==> config.mk <==
export PLATFORM = sky130hd
export DESIGN_NAME = nibble_serial_adder
export DESIGN_NICKNAME = d
export VERILOG_FILES = /design/src/rtl/nibble_serial_adder_pkg.sv /design/src/rtl/nibble_serial_adder_nibble_adder.sv /design/src/rtl/nibble_serial_adder.sv
export SDC_FILE = /design/constraint.sdc
export NUM_CORES = 1
export LEC_CHECK = 0
export CORE_MARGIN = 4
export CORE_UTILIZATION = 51
export CTS_CLUSTER_SIZE = 12
export DETAILED_ROUTE_END_ITERATION = 7
export PLACE_DENSITY = 0.82
export RECOVER_POWER = 50
export SYNTH_ARGS = -nofsm -noshare
export SYNTH_HDL_FRONTEND = slang
export SYNTH_HIERARCHICAL = 1
export SYNTH_SLANG_ARGS = --single-unit
==> constraint.sdc <==
create_clock -name clk -period 4.1 [get_ports clk]
set_input_delay 0.615 -clock clk [delete_from_list [all_inputs] [get_ports clk]]
set_output_delay 0.615 -clock clk [all_outputs]
set_load 0.005 [all_outputs]
==> src/rtl/nibble_serial_adder_pkg.sv <==
// rtl/nibble_serial_adder_pkg.sv - shared constants and state encoding for the nibble-serial adder
package nibble_serial_adder_pkg;

    localparam int NIBBLE_W      = 4;
    localparam int DEFAULT_WIDTH = 16;

    typedef enum logic [1:0] {
        IDLE = 2'd0,
        RUN  = 2'd1,
        DONE = 2'd2
    } state_t;

endpackage

==> src/rtl/nibble_serial_adder_nibble_adder.sv <==
// rtl/nibble_serial_adder_nibble_adder.sv - combinational 4-bit ripple-carry adder of full-adder cells
module nibble_adder
    import nibble_serial_adder_pkg::*;
(
    input  logic [NIBBLE_W-1:0] a,
    input  logic [NIBBLE_W-1:0] b,
    input  logic                c_in,
    output logic [NIBBLE_W-1:0] sum,
    output logic                c_out
);

    logic [NIBBLE_W:0] carry;

    assign carry[0] = c_in;

    for (genvar i = 0; i < NIBBLE_W; i++) begin : g_cell
        assign sum[i]     = a[i] ^ b[i] ^ carry[i];
        assign carry[i+1] = (a[i] & b[i]) | (carry[i] & (a[i] ^ b[i]));
    end

    assign c_out = carry[NIBBLE_W];

endmodule

==> src/rtl/nibble_serial_adder.sv <==
// rtl/nibble_serial_adder.sv - multi-cycle wide adder stepping one nibble adder LSB-first per cycle
module nibble_serial_adder
    import nibble_serial_adder_pkg::*;
#(
    parameter int WIDTH = DEFAULT_WIDTH
) (
    input  logic             clk,
    input  logic             rst_n,
    input  logic             in_valid,
    output logic             in_ready,
    input  logic [WIDTH-1:0] a,
    input  logic [WIDTH-1:0] b,
    input  logic             cin,
    output logic             out_valid,
    input  logic             out_ready,
    output logic [WIDTH-1:0] sum,
    output logic             cout,
    output logic             ovf,
    output logic             busy
);

    localparam int NIBBLES = WIDTH / NIBBLE_W;
    localparam int IDX_W   = (NIBBLES > 1) ? $clog2(NIBBLES) : 1;
    localparam logic [IDX_W-1:0] LAST_IDX = IDX_W'(NIBBLES - 1);

    state_t             state;
    state_t             next_state;
    logic [WIDTH-1:0]   a_reg;
    logic [WIDTH-1:0]   b_reg;
    logic               carry;
    logic [IDX_W-1:0]   idx;
    logic [NIBBLE_W-1:0] nib_sum;
    logic               nib_carry;

    nibble_adder u_nibble_adder (
        .a     (a_reg[idx*NIBBLE_W +: NIBBLE_W]),
        .b     (b_reg[idx*NIBBLE_W +: NIBBLE_W]),
        .c_in  (carry),
        .sum   (nib_sum),
        .c_out (nib_carry)
    );

    // Handshake flags come straight from the state register so no input reaches an output combinationally.
    assign in_ready  = (state == IDLE);
    assign out_valid = (state == DONE);
    assign busy      = (state != IDLE);

    always_comb begin
        next_state = state;
        case (state)
            IDLE:    if (in_valid)          next_state = RUN;
            RUN:     if (idx == LAST_IDX)   next_state = DONE;
            DONE:    if (out_ready)         next_state = IDLE;
            default:                        next_state = IDLE;
        endcase
    end

    always_ff @(posedge clk or negedge rst_n) begin
        if (!rst_n) begin
            state <= IDLE;
        end else begin
            state <= next_state;
        end
    end

    always_ff @(posedge clk or negedge rst_n) begin
        if (!rst_n) begin
            a_reg <= '0;
            b_reg <= '0;
            carry <= 1'b0;
            idx   <= '0;
            sum   <= '0;
            cout  <= 1'b0;
            ovf   <= 1'b0;
        end else begin
            case (state)
                IDLE: begin
                    if (in_valid) begin
                        a_reg <= a;
                        b_reg <= b;
                        carry <= cin;
                        idx   <= '0;
                        sum   <= '0;
                    end
                end
                RUN: begin
                    sum[idx*NIBBLE_W +: NIBBLE_W] <= nib_sum;
                    carry                         <= nib_carry;
                    if (idx == LAST_IDX) begin
                        cout <= nib_carry;
                        // Carry into the MSB is recovered as a^b^sum at that bit.
                        ovf  <= a_reg[WIDTH-1] ^ b_reg[WIDTH-1] ^ nib_sum[NIBBLE_W-1] ^ nib_carry;
                    end else begin
                        idx <= idx + 1'b1;
                    end
                end
                default: ;
            endcase
        end
    end

endmodule
After elaboration in Yosys (flattened, before gate mapping) --
Cells that the tools add are included.
Cells by class: magnitude comparators 0, shift operators 4, equality and inequality tests 7, div/mod/pow operators 0, muxes and demuxes 12, bitwise gates (word level) 23, $add $sub $neg 2, reductions and logical operators 8, multiply operators 0
Operators by type and width (count):
- negator 4 -> 34 bit | 1
- variable shift 4 x 34 -> 16 bit (first input constant) | 1
- variable part select 4 x 34 -> 16 bit | 1
- case mux 16 bit (2 select lines) | 1
- variable part select 16 x 5 -> 4 bit | 2
- bitwise mux 16 bit | 1
- two-way mux 16 bit | 1
- bitwise XOR 1 bit | 11
- two-way mux 2 bit | 5
- bitwise AND 1 bit | 8
- != test 2 bit (second input constant) | 3
- case mux 2 bit (3 select lines) | 1
- AND reduction 2 bit | 3
- AND reduction 3 bit | 2
- == test 2 bit (second input constant) | 2
- bitwise OR 1 bit | 4
- case mux 2 bit (2 select lines) | 1
- nonzero test 2 bit | 2
- adder 2 x 1 -> 2 bit (second input constant) | 1
- == test 2 x 1 -> 1 bit (second input constant) | 1
- zero test 2 bit | 1
- != test 2 x 1 -> 1 bit (second input constant) | 1
- case mux 1 bit (2 select lines) | 1
- two-way mux 1 bit | 1
Word-level totals: word-level logic and storage cells 64, memory bits (writable) 0, register bits after elaboration 55, memories kept 0, bits in latches 0, bits in read-only memories 0, output and inout bits 21, bits of input ports 37

Logic depth before layout (Yosys ltp) --
Gate-level depths: netlist of the first run.
depth after elaboration 12, depth in mapped cells 14, depth with buffers taken out 12

Modules after synthesis --
Netlist of the first run, hierarchy kept.
By module, submodules not included:
- nibble_serial_adder | cells each 171, sequential area each 1376.3 sq um, instances 1, area an instance 2593.7 sq um
- nibble_adder | cells each 14, sequential area each 0.0 sq um, instances 1, area an instance 117.6 sq um

Least setup slack after synthesis of the first run --
Ideal clock, no wire load.
path type reg2reg, from reg idx[0], to reg ovf, path slack 0.689 ns, clock period less this slack 3.411 ns, arrival 3.283 ns, cell stages (with the launch flop) 15, setup time 0.128 ns, path buffers 2, required time 3.972 ns, cell sequence dfrtp_1 buf_2 buf_2 mux4_2 fa_1 inv_1 fa_1 inv_1 fa_1 inv_1 fa_1 inv_1 xnor2_1 xnor2_1 o21ai_0
Between the ends: cells in the longest elaborated chain, start to end 11, elaborated cells on any way between the ends 23, classes of those cells 1 x eq/ne; 2 x shift; 19 x bitwise; 1 x reduce/logical
Ends and longest elaborated chain:
- from (decl) | RTL line nibble_serial_adder.sv:31 | logic [IDX_W-1:0] idx;
- from (signal assigned) | RTL line nibble_serial_adder.sv:94 | idx <= idx + 1'b1;
- variable part select 16 x 5 -> 4 bit (on tied branches) | RTL line nibble_serial_adder.sv:36, nibble_serial_adder.sv:37
- bitwise XOR 1 bit | RTL line nibble_serial_adder_nibble_adder.sv:18 | assign carry[i+1] = (a[i] & b[i]) | (carry[i] & (a[i] ^ b[i]));
- bitwise AND 1 bit | RTL line nibble_serial_adder_nibble_adder.sv:18
- bitwise OR 1 bit | RTL line nibble_serial_adder_nibble_adder.sv:18
- bitwise AND 1 bit | RTL line nibble_serial_adder_nibble_adder.sv:18
- bitwise OR 1 bit | RTL line nibble_serial_adder_nibble_adder.sv:18
- bitwise AND 1 bit | RTL line nibble_serial_adder_nibble_adder.sv:18
- bitwise OR 1 bit | RTL line nibble_serial_adder_nibble_adder.sv:18
- bitwise XOR 1 bit (*) | RTL line nibble_serial_adder_nibble_adder.sv:17 | assign sum[i] = a[i] ^ b[i] ^ carry[i];
- net nib_sum[3] | RTL line nibble_serial_adder.sv:32 | logic [NIBBLE_W-1:0] nib_sum;
- bitwise XOR 1 bit (*) (2 in series) | RTL line nibble_serial_adder.sv:92 | ovf <= a_reg[WIDTH-1] ^ b_reg[WIDTH-1] ^ nib_sum[NIBBLE_W-1] ^ nib_carry;
- to (signal assigned) | RTL line nibble_serial_adder.sv:92
- to (decl) | RTL line nibble_serial_adder.sv:18 | output logic ovf,
Mark *: on every way through the listed nets, which the timed path passes. The rest lies on a longest branch. A chain may end at the register's enable or synchronous reset.

Worst setup path in the final report of the first run --
Ends and elaborated chain as after synthesis.

==> summary.txt, run 1 <==
Clock tree
  • Clock latency on the worst-skew pair: 300 ps
  • Clk sinks: 55
  • Max Buffers Root-to-Sink: 2
  • CTS Buf Count: 5
  • Clock transition at the registers of the reported paths: 90 ps
  • Total setup buffers inserted after CTS: 0
  • CTS Hold Bufs: 0
  • H-tree Lvls: 2
  • CTS tree: yes
  • Root buffer cell: clkbuf_8
  • CTS resizes: 0

Routing
  • Antenna-violating nets left: 0
  • Drt wl/cell: 16.0 um
  • Vias: 1639
  • Initial DRC count: 109
  • DRT Pass-1 Iters: 6
  • Vias per cell: 5.22
  • DRC: 0
  • Wirelength, routed: 5020 um

Setup path
  • CP arrival: 3660 ps
  • Crit path max fanout: 11
  • CP Capture Type: flop
  • Critical Path RT: 4280 ps
  • Setup crit start kind: flop
  • Worst reg-to-reg setup slack: 630 ps
  • Reg2reg start: idx[0]
  • WS Path Type: flop to flop
  • Reg2Reg Depth: 12
  • FF-to-FF End: ovf

Synthesis
  • Syn. warnings: 6
  • Synth top area cells: dfrtp_1, mux2_4, mux4_2, a22o_1, fa_1
  • Mapped Cells: 185
  • Syn_area_per_cell: 14.7 um2
  • Synth unique cells: 31
  • Register area share after synthesis: 50.8%
  • Syn_nets: 232
  • Synth area leader: dfrtp_1
  • FF+latch count, synth: 55
  • Synth top area share: 50.8%
  • Synthesized cell area: 2710 um2

Power
  • Net Sw Frac: 37.6%
  • PD cells: 836 nW/um2
  • Logic gate share of total power: 55.5%
  • Tot Pwr: 2.84 mW
  • Clock Power Share: 9.8%
  • Reg power frac: 34.6%
  • Switch Pwr: 1.07 mW
  • Int Power: 1.77 mW
  • VDD IR max: 0.452 mV
  • LEAKAGE: 1.54 nW

Hold path
  • Hold path start: sum[8]
  • Worst Hold Path EP: sum[8]
  • Worst min path class: flop to flop
  • Worst hold path depth: 1

STA
  • Fmax: 288 MHz
  • Max-slew headroom: -88.9%
  • Setup_tns: 0 ps
  • Final Cycle Share: 84.7%
  • Final Hold Fails: 0
  • Worst-margin pin slew: 2830 ps
  • RSZ-0062 raised after global routing: no
  • Max-slew violation count: 56
  • Finish-stage setup viols: 0
  • Clock skew: 8.29 ps
  • Fin crit period: 3470 ps

Die
  • Die Y: 80.9 um
  • Core Rows: 26
  • Initial Util: 52.8%
  • Die width: 80.9 um
  • Core Footprint: 5140 um2
  • I/O pins: 58
  • DIE AREA: 6550 um2

Flow run
  • Max cap viols: 1

GRT
  • Vias in the first global route: 1746
  • Antenna violations before repair: 0
  • Grt total ovfl: 0
  • GRT Total Usage: 16.8%
  • Largest net degree at the start of global routing: 56
  • Global-route wire length before repair: 8390 um

Run status
  • Status: finished, violations left
  • Failing checks: max-capacitance violations, max-slew violations

Cells and area
  • Share of cells above drive strength 1: 22.5%
  • Fin area: 3390 um2
  • Number of fillers in the final layout: 404
  • Inserted Diodes: 0
  • Nets: 290
  • Area Overhead vs Synth: 25.1%

Placed design
  • Placed inst area: 3320 um2
  • Port Buf Inserts: 57
  • Gpl congestion: 0.782
  • Final HPWL DP: 3770 um
power groups by stage:
stage	sequential, mW	combinational [mW]	clock (mW)
after CTS	0.986	1.61	0.285
after global placement	0.988	1.55	0
after detailed placement	0.993	1.60	0
after global routing	1.02	1.73	0.312
final	0.983	1.58	0.279
after floorplan	0.909	1.21	0
layout by cell type, fill, tap and decap left out, drive strengths merged, types with 4 or more instances in the layout:
master,Yosys,routed
fa,4,4
inv,15,15
a22o,16,16
clkbuf,2,9
dlygate4sd3,0,6
mux2,33,33
nand2,8,8
mux4,8,8
ha,6,6
clkdlybuf4s50,0,50
dfrtp,55,55
a21o,4,4
metrics by stage:
stage	utilization [%]	std cells	hold WS, ps	worst slack, ps
floorplan	-	185	319	689
global placement	64.6	306	488	760
detailed placement	64.6	306	485	658
CTS	66.2	314	453	649
global route	66.0	314	522	410
finish	66.0	314	503	627
synth_stat cells, drive strengths merged:
library cell and number:
and2 1, o31ai 1, nand2b 3, a21oi 3, buf 7, nor3b 1, and4 2, o21ai 3
dfrtp 55, a22oi 1, o21bai 1, inv 15, a22o 16, fa 4, nor3 1, o22ai 2
ha 6, xnor2 3, nand3b 1, mux2 33, and4b 1, nor4b 1, clkbuf 2, nand2 8
mux4 8, a21o 4, nor2 2
worst max-delay path, stage by stage, from the launching register on:
cell and delay (ps):
dfrtp_1 620, clkbuf_1 460, mux4_2 580, inv_1 90, fa_1 170, inv_1 50
fa_1 350, inv_1 80, fa_1 400, inv_1 180, xnor2_1 160, xnor2_1 140
o21ai_0 80
worst max-delay path by stage:
stage,start,end,slack [ps],cells past startpoint
2_1_floorplan,idx[0],ovf,690,14
3_3_place_gp,idx[0],ovf,760,12
3_5_place_dp,idx[0],ovf,660,12
4_1_cts,idx[0],ovf,650,12
5_1_grt,idx[0],ovf,410,12
6_report,idx[0],ovf,630,12
final cells by class:
| type | instances | area [um2] | share of cell area, % |
|---|---|---|---|
| Sequential cell | 55 | 1380 | 40.6 |
| Multi-Input combinational cell | 106 | 1210 | 35.7 |
| Timing Repair Buffer | 60 | 581 | 17.1 |
| Tap cell | 70 | 87.6 | 2.58 |
| Clock buffer | 7 | 76.3 | 2.25 |
| Inverter | 15 | 56.3 | 1.66 |
| Clock inverter | 1 | 5.00 | 0.147 |
logic make-up (layout without fill, tap and decap cells):
group,Yosys count,count (layout),synth area share (%)
xor+xnor,3,3,0.969
fa+ha+maj,10,10,5.72
mux,41,41,24.5
flops,55,55,50.8
simple gates,21,21,4.80
buf+inv,24,83,4.57
compound gates,31,31,8.68
per-layer routing:
| metal | global-route usage, % | wire length (um) | part of all wire (%) |
|---|---|---|---|
| met1 | 22.9 | 2310 | 46 |
| met5 | 0 | 0 | 0 |
| met3 | 3.99 | 267 | 5.3 |
| met2 | 27.0 | 2400 | 48 |
| met4 | 4.39 | 35 | 0.70 |
Note: power is estimated with default switching activity, not from simulation.
==> inputs of run 2 (changes only) <==
--- a/config.mk
+++ b/config.mk
@@ -6,10 +6,10 @@
 export NUM_CORES = 1
 export LEC_CHECK = 0
 export CORE_MARGIN = 4
-export CORE_UTILIZATION = 51
+export CORE_UTILIZATION = 46
 export CTS_CLUSTER_SIZE = 12
 export DETAILED_ROUTE_END_ITERATION = 7
-export PLACE_DENSITY = 0.82
+export PLACE_DENSITY = 0.78
 export RECOVER_POWER = 50
 export SYNTH_ARGS = -nofsm -noshare
 export SYNTH_HDL_FRONTEND = slang
==> constraint.sdc (replaced) <==
create_clock -name clk -period 2.8 [get_ports clk]
set_input_delay 0.42 -clock clk [delete_from_list [all_inputs] [get_ports clk]]
set_output_delay 0.42 -clock clk [all_outputs]
set_load 0.005 [all_outputs]
==> run 2 against run 1 <==
The flow finishes with violations (max-capacitance violations, max-slew violations, negative setup slack); final area is 2.6% higher; total power is 60% higher; sequential power is 44% higher; die area is 9.8% higher; count of clock-buffer cells in the layout is 1 higher; non-clock buffer count is 7 higher; clock skew is 3.2 ps lower; flip-flop and latch count stayed put; clock power is 67% higher; setup slack worse by 740 ps; critical endpoint unchanged; largest cell class unchanged.
==> summary.txt, run 2 (same netlist as run 1, synthesis figures left out) <==
Run status
  • Status: finished, violations left
  • Failing checks: max-capacitance violations, max-slew violations, negative setup slack

Power
  • Int Power: 2.86 mW (+62%)
  • PD cells: 1300 nW/um2 (+56%)
  • Net Sw Frac: 36.8% (-0.78 points)
  • VDD IR max: 0.772 mV (+71%)
  • Switch Pwr: 1.67 mW (+56%)
  • Logic gate share of total power: 58.4% (+2.9 points)
  • Clock Power Share: 10.3% (+0.5 points)
  • Reg power frac: 31.3% (-3.3 points)
  • LEAKAGE: 1.56 nW (+1.4%)
  • Tot Pwr: 4.53 mW (+60%)

Routing
  • Drt wl/cell: 15.9 um (-0.33%)
  • Vias per cell: 5.17 (-0.95%)
  • Antenna-violating nets left: 0 (unchanged)
  • Initial DRC count: 92 (-16%)
  • DRT Pass-1 Iters: 4 (-2)
  • Vias: 1670 (+1.9%)
  • Wirelength, routed: 5140 um (+2.5%)
  • DRC: 0 (unchanged)

Clock tree
  • Clock latency on the worst-skew pair: 310 ps (about the same)
  • Clk sinks: 55 (unchanged)
  • Max Buffers Root-to-Sink: 2 (unchanged)
  • Clock transition at the registers of the reported paths: 90 ps (about the same)
  • H-tree Lvls: 2 (unchanged)
  • CTS Hold Bufs: 0 (unchanged)
  • CTS Buf Count: 5 (unchanged)
  • Root buffer cell: clkbuf_8
  • CTS tree: yes

STA
  • Final worst setup slack: -110 ps (-737 ps)
  • Fin crit period: 2910 ps (-563 ps)
  • Max-slew headroom: -6.95% (+82 points)
  • Fmax: 344 MHz (+19%)
  • Final Hold Fails: 0 (unchanged)
  • Final Cycle Share: 104% (+19 points)
  • Fin Hold WS: 506 ps (+2.36 ps)
  • Setup_tns: -158 ps (-158 ps)
  • Finish-stage setup viols: 5 (+5)
  • Clock skew: 5.07 ps (-3.22 ps)
  • Worst-margin pin slew: 1600 ps (-1230 ps)
  • RSZ-0062 raised after global routing: yes
  • Max-slew violation count: 31 (-45%)

Setup path
  • Worst reg-to-reg setup slack: -110 ps (-740 ps)
  • WS Path Type: flop to flop
  • Critical Path RT: 3000 ps (-1280 ps)
  • CP arrival: 3110 ps (-550 ps)
  • Crit path max fanout: 4 (-7)
  • CP Capture Type: flop
  • Setup crit start kind: flop

Cells and area
  • Post-layout util: 62.1% (-3.9 points)
  • Area Overhead vs Synth: 28.4%
  • Number of fillers in the final layout: 459 (+14%)
  • Nets: 297 (+2.4%)
  • Register area: 1380 um2 (about the same)
  • Fin area: 3480 um2 (+2.6%)
  • Inserted Diodes: 0 (unchanged)
  • Share of cells above drive strength 1: 28.3% (+5.7 points)
  • Most common cell after layout, fill and taps aside: clkdlybuf4s50_1
  • Most frequent cells in the layout: clkdlybuf4s50_1, dfrtp_1, mux2_4
  • Multi-input gate area: 1230 um2 (+1.2%)

Placed design
  • Port Buf Inserts: 57 (unchanged)
  • Placed inst area: 3390 um2 (+2.1%)
  • Final HPWL DP: 3920 um (+4.0%)
  • Gpl congestion: 0.762 (-2.6%)

Flow run
  • Max cap viols: 1 (unchanged)

GRT
  • GRT Total Usage: 15.5% (-1.3 points)
  • Global-route wire length before repair: 8780 um (+4.6%)
  • Vias in the first global route: 1743 (-0.17%)
  • Grt total ovfl: 0 (unchanged)
  • Antenna violations before repair: 0 (unchanged)
  • Largest net degree at the start of global routing: 33 (-41%)

Die
  • Core Footprint: 5610 um2 (+9.1%)
  • Core Rows: 27 (+3.8%)
  • Die Y: 84.8 um (+4.8%)
  • DIE AREA: 7190 um2 (+9.8%)
  • I/O pins: 58 (unchanged)
  • Initial Util: 48.3% (-4.4 points)
  • Die width: 84.8 um (+4.8%)

Hold path
  • Worst min path class: input pin to async pin
==> run 2: cell types whose count changed in the layout (fill, tap and decap cells not counted), moves of 2 or more <==
| cell | change |
|---|---|
| buf_4 | +7 |
| clkbuf_8 | +2 |
| clkdlybuf4s50_1 | +6 |
| dlygate4sd3_1 | -6 |
| fa_1 | -3 |
| fa_2 | +3 |
| inv_1 | -4 |
| inv_2 | +4 |
==> run 2: worst paths after layout <==
check                       start        to  depth (start not counted)
max                        idx[0]       ovf                         12
max reg2reg                idx[0]       ovf                         12
min reg2reg                   ovf       ovf                          2
min                         rst_n  a_reg[9]                          1
max in group asynchronous   rst_n    idx[0]                          2
min in group clk              ovf       ovf                          2
==> run 2: final cells by class <==
| type | instances | share of cell area, % |
|---|---|---|
| clock buffer | 8 | 2.87 |
| inverter | 15 | 1.62 |
| multi-input combinational | 106 | 35.2 |
| sequential | 55 | 39.6 |
| tap | 72 | 2.59 |
| timing repair buffer | 67 | 18.1 |
==> run 2: repair_timing <==
action | 4_1_cts | 5_1_grt
resized for setup | 1 | 1
buffers inserted | 0 | 1
pin swaps | 4 | 2
endpoints found under the setup margin | 5 | 5
endpoints found under the hold margin | 0 | 0
==> run 2: power groups by stage <==
stage / registers [mW] / clock network (mW) / logic [mW]
final: 1.42 / 0.467 / 2.65
after global placement: 1.42 / 0 / 2.60
after detailed placement: 1.44 / 0 / 2.65
after global routing: 1.46 / 0.519 / 2.90
after floorplan: 1.33 / 0 / 1.92
after CTS: 1.42 / 0.485 / 2.67
==> run 2: per-stage QoR <==
step / instances / worst slack [ps]
after floorplan: 185 / -366
after global placement: 315 / -134
after detailed placement: 315 / -189
after CTS: 323 / -184
after global routing: 323 / -254
final: 323 / -110
==> run 2: worst max-delay path: stages, from the launching register on <==
cell and delay [ps]:
dfrtp_2 410, mux4_2 530, fa_2 390, inv_2 60, fa_2 180, inv_2 30
fa_2 320, inv_2 60, fa_1 420, inv_2 90, xnor2_2 110, xnor2_1 140
o21ai_1 70
==> run 2: metal layers <==
layer	up-vias	GRT usage, %	routed length [um]
met1	814	21.3	2360
met3	9	3.14	277
li1	796	-	-
met5	-	0	0
met2	51	24.8	2430
met4	0	4.75	76
